File: config.mk
export PLATFORM = sky130hd
export DESIGN_NAME = rsa_two_power_mod_arbiter_flat
export DESIGN_NICKNAME = d
export VERILOG_FILES = /design/src/rtl/rsa_two_power_mod_arbiter_pkg.sv /design/src/rtl/rsa_two_power_mod_arbiter_if.sv /design/src/rtl/rsa_two_power_mod_arbiter_rr_arbiter.sv /design/src/rtl/rsa_two_power_mod_arbiter.sv /design/src/flat_wrapper.sv
export SDC_FILE = /design/constraint.sdc
export NUM_CORES = 1
export LEC_CHECK = 0
export ABC_CLOCK_PERIOD_IN_PS = 9400
export BUFFER_PORTS_ARGS = -buffer_cell sky130_fd_sc_hd__buf_2
export CORE_ASPECT_RATIO = 0.6
export CORE_MARGIN = 4
export CORE_UTILIZATION = 47
export DETAILED_ROUTE_END_ITERATION = 10
export GPL_TIMING_DRIVEN = 0
export PLACE_DENSITY = 0.91
export SLEW_MARGIN = 20
export SYNTH_ARGS = -nofsm -noshare
export SYNTH_HDL_FRONTEND = slang
export SYNTH_SLANG_ARGS = --single-unit
File: constraint.sdc
create_clock -name clk -period 9.4 [get_ports clk]
set_input_delay 1.88 -clock clk [delete_from_list [all_inputs] [get_ports clk]]
set_output_delay 1.88 -clock clk [all_outputs]
set_load 0.01 [all_outputs]
File: src/rtl/rsa_two_power_mod_arbiter_pkg.sv
// Shared types for the RSATwoPowerMod engine arbiter.
//   MOD_WIDTH / KeyType : modulus and result width
//   IntType             : exponent type
//   ArbState_t          : arbiter FSM states
//   zero_power_result() : value of 2^0 mod m, used by the optional zero-power bypass
package rsa_two_power_mod_arbiter_pkg;

  localparam int unsigned MOD_WIDTH = 32;
  localparam int unsigned INT_WIDTH = 32;

  typedef logic [MOD_WIDTH-1:0] KeyType;
  typedef logic [INT_WIDTH-1:0] IntType;

  typedef enum logic [1:0] {
    StIdle,
    StIssue,
    StBusy,
    StReturn
  } ArbState_t;

  // 2^0 mod m is 1, except that everything mod 1 is 0.
  function automatic KeyType zero_power_result(KeyType modulus);
    return (modulus == KeyType'(1)) ? KeyType'(0) : KeyType'(1);
  endfunction

endpackage

File: src/rtl/rsa_two_power_mod_arbiter_if.sv
// Requester-side bundle of the RSATwoPowerMod arbiter.
//   i_valid/i_ready     : per-requester request handshake
//   i_modulus/i_power   : per-requester operands
//   o_valid/o_ready     : per-requester result handshake
//   o_out               : shared result bus, valid only for the requester whose o_valid is high
// Modports: master = requester side, slave = arbiter side.
interface rsa_two_power_mod_arbiter_if
  import rsa_two_power_mod_arbiter_pkg::*;
#(
  parameter int unsigned NUM_REQ = 2
);

  logic   [NUM_REQ-1:0] i_valid;
  logic   [NUM_REQ-1:0] i_ready;
  KeyType [NUM_REQ-1:0] i_modulus;
  IntType [NUM_REQ-1:0] i_power;
  logic   [NUM_REQ-1:0] o_valid;
  logic   [NUM_REQ-1:0] o_ready;
  KeyType               o_out;

  modport master (
    output i_valid, i_modulus, i_power, o_ready,
    input  i_ready, o_valid, o_out
  );

  modport slave (
    input  i_valid, i_modulus, i_power, o_ready,
    output i_ready, o_valid, o_out
  );

endinterface

File: src/rtl/rsa_two_power_mod_arbiter_rr_arbiter.sv
// Combinational round-robin picker.
//   i_req       : request vector
//   i_rr_ptr    : highest-priority index (registered by the parent)
//   o_grant     : one-hot grant
//   o_grant_idx : index of the granted request
//   o_any_grant : at least one request is set
module rsa_rr_arbiter #(
  parameter  int unsigned NUM_REQ = 2,
  localparam int unsigned OWNER_W = $clog2(NUM_REQ)
) (
  input  logic [NUM_REQ-1:0] i_req,
  input  logic [OWNER_W-1:0] i_rr_ptr,
  output logic [NUM_REQ-1:0] o_grant,
  output logic [OWNER_W-1:0] o_grant_idx,
  output logic               o_any_grant
);

  int unsigned        w_idx;
  logic [OWNER_W-1:0] w_sel;

  // Walk the ring starting at i_rr_ptr; the first set bit wins.
  always_comb begin
    o_grant     = '0;
    o_grant_idx = '0;
    o_any_grant = 1'b0;
    w_idx       = 0;
    w_sel       = '0;
    for (int unsigned i = 0; i < NUM_REQ; i++) begin
      w_idx = 32'(i_rr_ptr) + i;
      if (w_idx >= NUM_REQ) begin
        w_idx = w_idx - NUM_REQ;
      end
      w_sel = w_idx[OWNER_W-1:0];
      if (!o_any_grant && i_req[w_sel]) begin
        o_any_grant    = 1'b1;
        o_grant[w_sel] = 1'b1;
        o_grant_idx    = w_sel;
      end
    end
  end

endmodule

File: src/rtl/rsa_two_power_mod_arbiter.sv
// Shares one RSATwoPowerMod engine among NUM_REQ requesters, one job at a time,
// round-robin. Results are returned only to the requester that issued the job.
//   clk, rst          : clock, asynchronous active-high reset
//   req_if (slave)    : requester handshakes, operands and shared result bus
//   eng_i_valid/ready : engine input handshake, eng_modulus/eng_power operands
//   eng_o_valid/ready : engine output handshake, eng_out result
// Optional macro RSA_ARB_ZERO_POWER_BYPASS_EN: power==0 jobs are answered locally
// (IDLE -> RETURN) without using the engine.
module rsa_two_power_mod_arbiter
  import rsa_two_power_mod_arbiter_pkg::*;
#(
  parameter  int unsigned NUM_REQ = 2,
  localparam int unsigned OWNER_W = $clog2(NUM_REQ)
) (
  input  logic                         clk,
  input  logic                         rst,
  rsa_two_power_mod_arbiter_if.slave   req_if,
  output logic                         eng_i_valid,
  input  logic                         eng_i_ready,
  output KeyType                       eng_modulus,
  output IntType                       eng_power,
  input  logic                         eng_o_valid,
  output logic                         eng_o_ready,
  input  KeyType                       eng_out
);

  ArbState_t          r_state;
  ArbState_t          w_state_next;
  logic [OWNER_W-1:0] r_rr_ptr;
  logic [OWNER_W-1:0] r_owner;
  KeyType             r_modulus;
  IntType             r_power;
  KeyType             r_result;

  logic [NUM_REQ-1:0] w_req;
  logic [NUM_REQ-1:0] w_grant;
  logic [OWNER_W-1:0] w_grant_idx;
  logic               w_any_grant;
  KeyType             w_sel_modulus;
  IntType             w_sel_power;

  // Requests are only visible to the picker in IDLE and out of reset, so i_ready
  // stays low in every other state.
  assign w_req = (r_state == StIdle && !rst) ? req_if.i_valid : '0;

  rsa_rr_arbiter #(
    .NUM_REQ (NUM_REQ)
  ) u_rr_arbiter (
    .i_req       (w_req),
    .i_rr_ptr    (r_rr_ptr),
    .o_grant     (w_grant),
    .o_grant_idx (w_grant_idx),
    .o_any_grant (w_any_grant)
  );

  assign w_sel_modulus = req_if.i_modulus[w_grant_idx];
  assign w_sel_power   = req_if.i_power[w_grant_idx];

  assign eng_modulus   = r_modulus;
  assign eng_power     = r_power;
  assign req_if.o_out  = (r_state == StReturn) ? r_result : '0;

  always_comb begin
    w_state_next   = r_state;
    req_if.i_ready = w_grant;
    req_if.o_valid = '0;
    eng_i_valid    = 1'b0;
    eng_o_ready    = 1'b0;
    case (r_state)
      StIdle: begin
        if (w_any_grant) begin
`ifdef RSA_ARB_ZERO_POWER_BYPASS_EN
          w_state_next = (w_sel_power == '0) ? StReturn : StIssue;
`else
          w_state_next = StIssue;
`endif
        end
      end
      StIssue: begin
        eng_i_valid = 1'b1;
        if (eng_i_ready) w_state_next = StBusy;
      end
      StBusy: begin
        eng_o_ready = 1'b1;
        if (eng_o_valid) w_state_next = StReturn;
      end
      StReturn: begin
        req_if.o_valid[r_owner] = 1'b1;
        if (req_if.o_ready[r_owner]) w_state_next = StIdle;
      end
      default: w_state_next = StIdle;
    endcase
  end

  always_ff @(posedge clk or posedge rst) begin
    if (rst) begin
      r_state   <= StIdle;
      r_rr_ptr  <= '0;
      r_owner   <= '0;
      r_modulus <= '0;
      r_power   <= '0;
      r_result  <= '0;
    end else begin
      r_state <= w_state_next;
      if (w_any_grant) begin
        r_owner   <= w_grant_idx;
        r_modulus <= w_sel_modulus;
        r_power   <= w_sel_power;
        r_rr_ptr  <= (w_grant_idx == OWNER_W'(NUM_REQ - 1)) ? '0 : w_grant_idx + OWNER_W'(1);
`ifdef RSA_ARB_ZERO_POWER_BYPASS_EN
        if (w_sel_power == '0) r_result <= zero_power_result(w_sel_modulus);
`endif
      end
      if (r_state == StBusy && eng_o_valid) begin
        r_result <= eng_out;
      end
    end
  end

endmodule

File: src/flat_wrapper.sv
// flat-port wrapper written by rule: the top's interface ports become plain ports
module rsa_two_power_mod_arbiter_flat import rsa_two_power_mod_arbiter_pkg::*;
#(
  parameter  int unsigned NUM_REQ = 2,
  localparam int unsigned OWNER_W = $clog2(NUM_REQ)
)
  (clk, rst, eng_i_valid, eng_i_ready, eng_modulus, eng_power, eng_o_valid, eng_o_ready, eng_out, req_if_i_valid, req_if_i_modulus, req_if_i_power, req_if_o_ready, req_if_i_ready, req_if_o_valid, req_if_o_out);
  rsa_two_power_mod_arbiter_if #(.NUM_REQ(NUM_REQ)) req_if_i ();
  input  logic clk;
  input  logic rst;
  output logic eng_i_valid;
  input  logic eng_i_ready;
  output KeyType eng_modulus;
  output IntType eng_power;
  input  logic eng_o_valid;
  output logic eng_o_ready;
  input  KeyType eng_out;
  input wire logic [$bits(req_if_i.i_valid)-1:0] req_if_i_valid;
  input wire logic [$bits(req_if_i.i_modulus)-1:0] req_if_i_modulus;
  input wire logic [$bits(req_if_i.i_power)-1:0] req_if_i_power;
  input wire logic [$bits(req_if_i.o_ready)-1:0] req_if_o_ready;
  output wire logic [$bits(req_if_i.i_ready)-1:0] req_if_i_ready;
  output wire logic [$bits(req_if_i.o_valid)-1:0] req_if_o_valid;
  output wire logic [$bits(req_if_i.o_out)-1:0] req_if_o_out;
  assign req_if_i.i_valid = req_if_i_valid;
  assign req_if_i.i_modulus = req_if_i_modulus;
  assign req_if_i.i_power = req_if_i_power;
  assign req_if_i.o_ready = req_if_o_ready;
  assign req_if_i_ready = req_if_i.i_ready;
  assign req_if_o_valid = req_if_i.o_valid;
  assign req_if_o_out = req_if_i.o_out;
  rsa_two_power_mod_arbiter #(.NUM_REQ(NUM_REQ)) u_core (.clk(clk), .rst(rst), .req_if(req_if_i), .eng_i_valid(eng_i_valid), .eng_i_ready(eng_i_ready), .eng_modulus(eng_modulus), .eng_power(eng_power), .eng_o_valid(eng_o_valid), .eng_o_ready(eng_o_ready), .eng_out(eng_out));
endmodule
==> summary.json <==
{
  "synthesis": {
    "syn_inst": 351,
    "yosysWarnings": 0,
    "synth_cell_types": 21,
    "synth-seq-cells": 100,
    "syn_nets": 524,
    "synth_seq_area_share_pct": 56.0,
    "synth.cell_area_um2": 4470,
    "avgSynthCellArea_um2": 12.7
  },
  "drt": {
    "route.detailed.wl_per_inst_um": 17.6,
    "drtIter0Drc": 255,
    "post_drt_via_cell_ratio": 5.28,
    "drc": 0,
    "antenna_violating_nets_post_route": 0,
    "drt_wl_total_um": 13500,
    "vias": 4049,
    "detailedRoute.firstPassIterationCount": 4
  },
  "die": {
    "initial_utilization_pct": 48.5,
    "coreArea_um2": 9220,
    "std_cell_rows": 27,
    "design.die.area_um2": 11200,
    "die_h_um": 83.5,
    "die_width_um": 134,
    "design.portCount": 270
  },
  "finish": {
    "nNetsFinal": 805,
    "postLayoutCellArea_um2": 6300,
    "areaGrowthSynthToFinish_pct": 40.8,
    "postLayoutCoreUtil_pct": 68.3,
    "final_layout_size_suffix_gt1_share_pct": 54.5,
    "diodes": 0
  },
  "grt": {
    "grt_pass1_vias": 4310,
    "grt_antenna_before_repair": 0,
    "globalRouteTotalUtil_pct": 24.0,
    "pin_count_of_the_biggest_net_entering_global_routing": 70,
    "grt_pass1_wl_um": 21600,
    "global_route.overflow_total": 0
  },
  "clocking": {
    "clock_sinks": 100,
    "hold_buffers": 0,
    "clock_pin_slew_reported_for_the_worst_setup_and_hold_paths_after_clock_tree_synthesis_ns": 0.07,
    "clkLatencyLatePin_ns": 0.33,
    "postCtsSetupRepairBufs": 0,
    "cts_tree": "yes",
    "cts-buffers-inserted": 9,
    "cts_resized": 0,
    "ctsLongestPathBuffers": 2,
    "cts_max_level": 3,
    "cts.root.buffer_cell": "sky130_fd_sc_hd__clkbuf_16"
  },
  "power": {
    "worst_ir_drop_vdd_mv": 0.149,
    "power.leakage_nw": 3.43,
    "power_per_cell_area_nw_per_um2": 309,
    "design_power_total_w": 0.00195
  },
  "sta": {
    "whs_ns": 0.502,
    "slew_violations": 0,
    "timing.clock.skew_ns": 0.00696,
    "maxClockFrequency_ghz": 0.208,
    "timing.final.crit_share_pct": 51.2,
    "min_period_ns": 4.81,
    "finalHoldViolations": 0,
    "tightest_slew_ns": 0.524,
    "final.setup.tns_ns": 0,
    "final_number_of_setup_violating_endpoints": 0,
    "max-slew-margin-rel_pct": 65.1,
    "rsz0062_at_grt": "no"
  },
  "critical_path": {
    "worstPathArrival_ns": 2.93,
    "setup.reg_to_reg.worst_slack_ns": 7.38,
    "endpoint_kind": "primary output",
    "critical_path.startpoint": "rst",
    "cp_data_required_time_ns": 7.52,
    "r2r-end": "u_core.eng_power[3]$_DFFE_PP0P_",
    "endpoint": "req_if_i_ready[1]",
    "startpoint_of_the_most_critical_register_to_register_path": "u_core.r_state[0]$_DFFE_PP0P_",
    "critical_path_peak_fanout": 10,
    "critPathKind": "in -> out",
    "reg2reg_depth": 8,
    "critical_path.startpoint_type": "primary input"
  },
  "run": {
    "max_cap_violations": 0
  },
  "placed_design": {
    "place_hpwl_um": 10800,
    "buffer_ports.inserted": 269,
    "dpl-instance-area_um2": 6010,
    "gp_congestion": 0.897
  },
  "worst_hold_path": {
    "hold_class": "reg -> reg"
  },
  "outcome": {
    "outcome": "complete, no violations"
  }
}
synth_stat cells, drive strengths merged:
cell type | number | area (um2)
a21oi | 3 | 15.0
ha | 5 | 62.6
mux2i | 1 | 10.0
a222oi | 1 | 10.0
nand2 | 4 | 15.0
nor2b | 67 | 434
mux2 | 33 | 372
buf | 23 | 128
a31oi | 1 | 6.26
a21o | 1 | 7.51
and2 | 32 | 203
inv | 8 | 30.0
dfrtp | 100 | 2500
nor2 | 2 | 7.51
o211ai | 1 | 7.51
clkbuf | 4 | 15.0
o21ai | 1 | 5.00
a221o | 64 | 641
per-stage QoR:
step | std cells | setup slack, ns
4_1_cts | 767 | 4.61
3_5_place_dp | 751 | 4.63
5_1_grt | 767 | 4.53
6_report | 767 | 4.59
2_1_floorplan | 351 | 4.90
3_3_place_gp | 750 | 3.86
cells by family (layout without fill, tap and decap cells):
kind of cell / after synthesis / after routing / share of synthesized area [%]
AOI/OAI and AO/OA: 72 / 72 / 15.5
adders and majority gates: 5 / 5 / 1.40
buffers and inverters: 35 / 321 / 3.86
DFF: 100 / 100 / 56.0
muxes: 34 / 34 / 8.54
and+or+nand+nor: 105 / 105 / 14.7
final cells by class:
class / count / area, um2
clock inverter: 6 / 45.0
tap: 130 / 163
multi-input combinational: 216 / 1800
clock buffer: 10 / 239
timing repair buffer: 270 / 1370
inverter: 8 / 35.0
fill: 688 / 2930
sequential: 100 / 2500
buffer: 27 / 143
sequential cells by signal, summed over array words and instances, names as in the netlist:
signal / count
u_core.eng_modulus: 32
u_core.r_state: 2
u_core.r_result: 32
u_core.eng_power: 32
u_core.r_rr_ptr: 1
u_core.r_owner: 1
how the worst min path moves through the flow:
stage | startpoint | end | slack, ns | cells past startpoint
floorplan | u_core.r_result[7]$_DFFE_PP0P_ | u_core.r_result[7]$_DFFE_PP0P_ | 0.47 | 1
global placement | u_core.r_result[12]$_DFFE_PP0P_ | u_core.r_result[12]$_DFFE_PP0P_ | 0.48 | 1
detailed placement | u_core.r_result[22]$_DFFE_PP0P_ | u_core.r_result[22]$_DFFE_PP0P_ | 0.49 | 1
CTS | u_core.r_result[12]$_DFFE_PP0P_ | u_core.r_result[12]$_DFFE_PP0P_ | 0.50 | 1
global route | u_core.r_result[23]$_DFFE_PP0P_ | u_core.r_result[23]$_DFFE_PP0P_ | 0.53 | 1
finish | u_core.r_result[10]$_DFFE_PP0P_ | u_core.r_result[10]$_DFFE_PP0P_ | 0.50 | 1
where the power goes:
part	internal [W]	total, W	switching (W)
sequential	0.000636	0.000741	0.000105
combinational	0.000442	0.000853	0.000410
clock	0.000190	0.000352	0.000162
routing by layer:
layer / up-vias / part of all wire (%) / GRT usage (%) / routed length (um)
met5: - / 0 / 0 / 0
met4: 0 / 1.7 / 5.98 / 225
met3: 23 / 7.8 / 5.06 / 1050
met2: 201 / 50 / 41.1 / 6740
met1: 1987 / 41 / 31.4 / 5510
li1: 1838 / - / - / -
placed cells by master, fill, tap and decap left out:
cell type | synthesis | final
sky130_fd_sc_hd__buf_2 | 18 | 287
sky130_fd_sc_hd__dfrtp_1 | 100 | 100
sky130_fd_sc_hd__nor2b_1 | 65 | 65
sky130_fd_sc_hd__a221o_1 | 64 | 64
sky130_fd_sc_hd__mux2_2 | 33 | 33
sky130_fd_sc_hd__and2_1 | 30 | 30
sky130_fd_sc_hd__clkbuf_16 | 0 | 9
sky130_fd_sc_hd__inv_1 | 8 | 7
sky130_fd_sc_hd__buf_4 | 5 | 5
sky130_fd_sc_hd__inv_6 | 0 | 5
sky130_fd_sc_hd__ha_1 | 5 | 5
sky130_fd_sc_hd__nand2_1 | 4 | 4
sky130_fd_sc_hd__clkbuf_1 | 4 | 4
sky130_fd_sc_hd__a21oi_1 | 3 | 3
sky130_fd_sc_hd__nor2_1 | 2 | 2
sky130_fd_sc_hd__nor2b_4 | 2 | 2
sky130_fd_sc_hd__and2_2 | 2 | 2
sky130_fd_sc_hd__clkinv_2 | 0 | 2
sky130_fd_sc_hd__o21ai_0 | 1 | 1
sky130_fd_sc_hd__a222oi_1 | 1 | 1
sky130_fd_sc_hd__o211ai_1 | 1 | 1
sky130_fd_sc_hd__mux2i_1 | 1 | 1
sky130_fd_sc_hd__a31oi_1 | 1 | 1
sky130_fd_sc_hd__a21o_1 | 1 | 1
sky130_fd_sc_hd__clkbuf_8 | 0 | 1
sky130_fd_sc_hd__buf_16 | 0 | 1
critical path, cell delays in order:
cell and delay, ns:
sky130_fd_sc_hd__buf_2 0.15, sky130_fd_sc_hd__nor2b_4 0.16, sky130_fd_sc_hd__nand2_1 0.07, sky130_fd_sc_hd__a21oi_1 0.21
sky130_fd_sc_hd__buf_2 0.29, sky130_fd_sc_hd__buf_2 0.18
(Power assumes the default switching activity.)
